File: config.mk
export PLATFORM = sky130hd
export DESIGN_NAME = mem_arbiter
export DESIGN_NICKNAME = d
export VERILOG_FILES = /design/src/rtl/mem_arb_pkg.sv /design/src/rtl/mem_arb_starve_cnt.sv /design/src/rtl/mem_arbiter.sv
export SDC_FILE = /design/constraint.sdc
export NUM_CORES = 1
export LEC_CHECK = 0
export CELL_PAD_IN_SITES_DETAIL_PLACEMENT = 0
export CELL_PAD_IN_SITES_GLOBAL_PLACEMENT = 1
export CORE_MARGIN = 2
export CORE_UTILIZATION = 10
export DETAILED_ROUTE_END_ITERATION = 8
export PLACE_DENSITY_LB_ADDON = 0.1
export SETUP_SLACK_MARGIN = 0.02
export SLEW_MARGIN = 25
export SYNTH_ARGS = -nofsm -noshare
export SYNTH_HDL_FRONTEND = slang
export SYNTH_SLANG_ARGS = --single-unit
File: constraint.sdc
create_clock -name clk -period 3.05 [get_ports clk]
set_clock_uncertainty 0.1 [all_clocks]
set_input_delay 0.915 -clock clk [delete_from_list [all_inputs] [get_ports clk]]
set_output_delay 0.915 -clock clk [all_outputs]
set_load 0.005 [all_outputs]
File: src/rtl/mem_arb_pkg.sv
// Shared types and defaults for the fetch/data memory arbiter.
package mem_arb_pkg;

    // Whose response is due in the current cycle
    typedef enum logic [1:0] {
        IDLE    = 2'd0,
        IF_RESP = 2'd1,
        DM_RESP = 2'd2
    } type_mem_arb_state_e;

    typedef enum logic [1:0] {
        GNT_NONE = 2'd0,
        GNT_IF   = 2'd1,
        GNT_DM   = 2'd2
    } type_mem_arb_gnt_e;

    localparam int STARVE_MAX_DEFAULT = 4;

endpackage

File: src/rtl/mem_arb_starve_cnt.sv
// Starvation counter: counts data grants issued while fetch waits and flags a forced fetch grant.
module mem_arb_starve_cnt
    import mem_arb_pkg::*;
#(
    parameter int STARVE_MAX = STARVE_MAX_DEFAULT
) (
    input  logic              clk,
    input  logic              rst_n,
    input  logic              ifr,
    input  type_mem_arb_gnt_e gnt,
    output logic              force_if
);

    localparam logic [3:0] CNT_MAX = 4'(STARVE_MAX);

    logic [3:0] cnt;

    always_ff @(posedge clk or negedge rst_n) begin
        if (!rst_n) begin
            cnt <= '0;
        end else if (!ifr || gnt == GNT_IF) begin
            cnt <= '0;
        end else if (gnt == GNT_DM && cnt != 4'hF) begin
            cnt <= cnt + 4'd1;
        end
    end

    assign force_if = ifr && (cnt == CNT_MAX);

endmodule

File: src/rtl/mem_arbiter.sv
// Fetch/data arbiter in front of a single-port SRAM with 1-cycle read latency.
// Optional starvation guard enabled by defining MEM_ARB_STARVE_GUARD_EN.
module mem_arbiter
    import mem_arb_pkg::*;
#(
    parameter int ADDR_W     = 32,
    parameter int DATA_W     = 32,
    parameter int STARVE_MAX = STARVE_MAX_DEFAULT
) (
    input  logic                clk,
    input  logic                rst_n,
    input  logic                if_req_i,
    input  logic [ADDR_W-1:0]   if_addr_i,
    output logic                if_ack_o,
    output logic [DATA_W-1:0]   if_rdata_o,
    input  logic                dmem_sel_i,
    input  logic                dbus_req_i,
    input  logic [ADDR_W-1:0]   dbus_addr_i,
    input  logic [DATA_W-1:0]   dbus_wdata_i,
    input  logic                dbus_we_i,
    input  logic [DATA_W/8-1:0] dbus_be_i,
    output logic                dbus_ack_o,
    output logic [DATA_W-1:0]   dbus_rdata_o,
    output logic                mem_req_o,
    output logic [ADDR_W-1:0]   mem_addr_o,
    output logic                mem_we_o,
    output logic [DATA_W/8-1:0] mem_be_o,
    output logic [DATA_W-1:0]   mem_wdata_o,
    input  logic [DATA_W-1:0]   mem_rdata_i
);

    if (STARVE_MAX < 1 || STARVE_MAX > 15) begin : g_bad_starve_max
        $error("mem_arbiter: STARVE_MAX must be in 1..15");
    end

    type_mem_arb_state_e state, state_nxt;
    type_mem_arb_gnt_e   gnt;
    logic                ifr, dmr, if_ok, dm_ok, force_if, dm_we;

    assign ifr   = if_req_i;
    assign dmr   = dbus_req_i & dmem_sel_i;
    // A requester is still holding req in its own ack cycle; keep it out of the grant.
    assign if_ok = ifr & (state != IF_RESP);
    assign dm_ok = dmr & (state != DM_RESP);

`ifdef MEM_ARB_STARVE_GUARD_EN
    logic force_raw;

    mem_arb_starve_cnt #(
        .STARVE_MAX (STARVE_MAX)
    ) u_starve_cnt (
        .clk      (clk),
        .rst_n    (rst_n),
        .ifr      (ifr),
        .gnt      (gnt),
        .force_if (force_raw)
    );

    assign force_if = force_raw & if_ok;
`else
    assign force_if = 1'b0;
`endif

    always_ff @(posedge clk or negedge rst_n) begin
        if (!rst_n) begin
            state <= IDLE;
        end else begin
            state <= state_nxt;
        end
    end

    // Remembers whether the pending data response is a write (no read data returned)
    always_ff @(posedge clk or negedge rst_n) begin
        if (!rst_n) begin
            dm_we <= 1'b0;
        end else if (gnt == GNT_DM) begin
            dm_we <= dbus_we_i;
        end
    end

    always_comb begin
        gnt       = GNT_NONE;
        state_nxt = IDLE;
        if (!rst_n) begin
            gnt = GNT_NONE;
        end else if (force_if) begin
            gnt = GNT_IF;
        end else if (dm_ok) begin
            gnt = GNT_DM;
        end else if (if_ok) begin
            gnt = GNT_IF;
        end
        case (gnt)
            GNT_IF:  state_nxt = IF_RESP;
            GNT_DM:  state_nxt = DM_RESP;
            default: state_nxt = IDLE;
        endcase
    end

    always_comb begin
        if_ack_o     = 1'b0;
        if_rdata_o   = '0;
        dbus_ack_o   = 1'b0;
        dbus_rdata_o = '0;
        mem_req_o    = 1'b0;
        mem_addr_o   = '0;
        mem_we_o     = 1'b0;
        mem_be_o     = '0;
        mem_wdata_o  = '0;
        case (state)
            IF_RESP: begin
                if_ack_o   = 1'b1;
                if_rdata_o = mem_rdata_i;
            end
            DM_RESP: begin
                dbus_ack_o = 1'b1;
                if (!dm_we) begin
                    dbus_rdata_o = mem_rdata_i;
                end
            end
            default: ;
        endcase
        case (gnt)
            GNT_IF: begin
                mem_req_o  = 1'b1;
                mem_addr_o = if_addr_i;
                mem_be_o   = '1;
            end
            GNT_DM: begin
                mem_req_o   = 1'b1;
                mem_addr_o  = dbus_addr_i;
                mem_we_o    = dbus_we_i;
                mem_be_o    = dbus_we_i ? dbus_be_i : '1;
                mem_wdata_o = dbus_wdata_i;
            end
            default: ;
        endcase
    end

endmodule
==> results.toml <==
[status]
outcome = "finished with violations"
failed_checks = "negative setup slack"

[clock_tree]
ctsHoldBuffers = 0
cts_tree = "built"
cts_sinks = 3
cts.clk_slew.worst_paths_ps = 30
clock_latency_ps = 220
cts_buffers = 3
cts_root_buf = "clkbuf_16"
cts_max_path_buffers = 2
h-tree-depth = 1

[routing]
num_vias = 2803
drc = 0
drt_wl_total_um = 10700
ant_nets = 0
highest_layer = "met4"
wl_per_cell_um = 15.0
dr.pass1.iters = 4
drtIter0Drc = 30
dr_wl_met2_um = 5830
viasPerCell = 3.93
wl_met3_um = 1010
wl_met1_um = 3720

[critical_path]
critPathLaunch = "dbus_req_i"
start_kind = "input port"
worstRegToRegCells = 11
setup.worst_path.class = "in2out"
endpoint_kind = "output port"
cp.required_ps = 2030
path_max_fanout = 4
crit_end = "mem_addr_o[27]"
r2r_slack_ps = 770
r2r_end = "dm_we"
r2r-start = "state[0]"
arrival_ps = 2370

[floorplan]
dieArea_um2 = 14500
coreArea_um2 = 13200
num_rows = 42
die_h_um = 121
boundaryPins = 274
die_w_um = 121
start_util = 0.103

[grt]
grt_start_max_net_pins = 33
grt_pass1_wl_um = 15600
antenna_found_initial = 0
globalRouteTotalUtil = 0.137
grt-ovfl-total = 0
grt_pass1_vias = 2852

[timing]
final-max-slew-violation-count = 0
timing.final.crit_period_ps = 3390
worst_slew_pin_slew_ps = 287
slew_headroom = 0.808
fmax_mhz = 295
fin_crit_sh = 1.11
setup_viol = 70
rsz0062_at_grt = "true"
hold_viol_final = 0
setup_ws_ps = -337

[layout]
design_area_um2 = 5850
regArea_um2 = 75.1
multiInputGateArea_um2 = 1660
fill_cells = 1282
areaGrowthSynthToFinish_pct = 331
final_layout_size_suffix_gt1_frac = 0.474
n_antenna_cell = 0
fin_nets = 681

[power]
combPwrFrac = 0.724
power_density_nw_per_um2 = 159
seq_power_share = 0.053
peakVddDrop_mv = 0.118
swShare = 0.283
internal-power_mw = 0.666
p_total_mw = 0.930
clkPwrFrac = 0.223
power.leakage_nw = 3.14
switchingPower_mw = 0.263

[job]
drv_cap = 0

[synth]
synth_nets = 357
synthesis.area_um2 = 1360
syn_avg_cell_area_um2 = 6.31
yosysWarnings = 0
yosys.cell_count.top_type = "and2_1"
synth_common_cells = "97 x and2_1, 36 x nor2_1, 32 x a22oi_1"
yosys-top-cells-area = "and2_1 45%, a22oi_1 18%, nor2_1 10%"
synth_enable_flop_cells = 0
synth.largest_area_cell = "and2_1"
yosys.area.top_type_share = 0.447
netlist_instances = 215
synth_cell_types = 20
synthArstFlopShare = 1.00
ys_seq_elements = 3
synth-seq-area-share = 0.0553
synth-main-ff-cell = "dfrtp_1"

[placement]
gp_congestion = 0.703
port_buffers = 273
place_hpwl_um = 7340
post_dp_cell_area_um2 = 4660

[worst_hold_path]
min_path_cells = 1
min-delay-path-class = "reg2reg"
## sequential cells by signal, indices dropped and copies added (netlist names)
register / cells
dm_we: 1
state: 2
## cell type report
cell class / instances / area share
Tap cell: 176 / 0.0377
Inverter: 4 / 0.00257
Clock buffer: 4 / 0.0135
Multi-Input combinational cell: 186 / 0.283
Timing Repair Buffer: 341 / 0.650
Sequential cell: 3 / 0.0128
## cell usage in the layout (no fill, tap or decap), types with 2 or more instances in the layout
cell             count
a21oi_4              4
a22oi_2             32
and2_1              66
and2_4              31
buf_12              16
buf_16              12
buf_2               32
buf_4               16
buf_6               53
buf_8                7
clkbuf_16            5
clkbuf_2             2
clkdlybuf4s50_1    144
dfrtp_1              3
dlygate4sd2_1       12
dlymetal6s2s_1      44
ha_1                 2
ha_4                 2
inv_1                2
inv_2                2
nand2b_1             5
nor2_1               2
nor2_2              15
nor2_4              21
## routing by layer
layer / GRT usage / vias to the layer above
li1: - / 1359
met3: 0.0340 / 8
met4: 0.0305 / 0
met1: 0.149 / 1276
met5: 0 / -
met2: 0.264 / 160
## power by group through the flow
| stage | clock network (mW) | registers (mW) | logic (mW) |
|---|---|---|---|
| after floorplan | 0 | 0.0483 | 0.167 |
| after global placement | 0 | 0.0494 | 0.485 |
| after detailed placement | 0 | 0.0493 | 0.486 |
| after CTS | 0.210 | 0.0489 | 0.659 |
| after global routing | 0.215 | 0.0498 | 0.717 |
| final | 0.207 | 0.0491 | 0.673 |
## worst max-delay path: stages
cell and delay [ps]:
buf_8 80, nand2_4 40, maj3_2 320, and3_4 170
ha_4 320, buf_6 140, buf_12 120, buf_12 110
nor2_4 30, buf_2 120
## metrics by stage
stage	hold slack (ps)	utilization	TNS (ps)	worst slack, ps	std cells
floorplan	421	-	0	12.3	215
global placement	460	0.352	-74780	-1140	659
detailed placement	456	0.352	-75260	-1160	659
CTS	470	0.417	-18030	-384	712
global route	510	0.441	-19330	-390	714
finish	468	0.441	-15810	-337	714
## repair_timing
action / CTS / global route
setup endpoints to repair: 83 / 115
gates resized for setup: 359 / 135
buffers inserted: 36 / 9
pin swaps: 30 / 28
gates cloned: 14 / 2
## cells by family after synthesis
group | share of synthesized area
AO/OA/AOI/OAI | 0.192
adder cells (fa/ha/maj) | 0.0452
buffers and inverters | 0.101
flip-flops | 0.0553
multiplexers | 0.00829
AND/OR/NAND/NOR | 0.598
## worst min-delay path by stage
stage	to	startpoint	slack (ps)
final	dm_we	dm_we	470
after detailed placement	dm_we	dm_we	460
after global routing	dm_we	dm_we	510
after global placement	dm_we	dm_we	460
after floorplan	dm_we	dm_we	420
after CTS	dm_we	dm_we	470
Note: power is estimated with default switching activity, not from simulation.
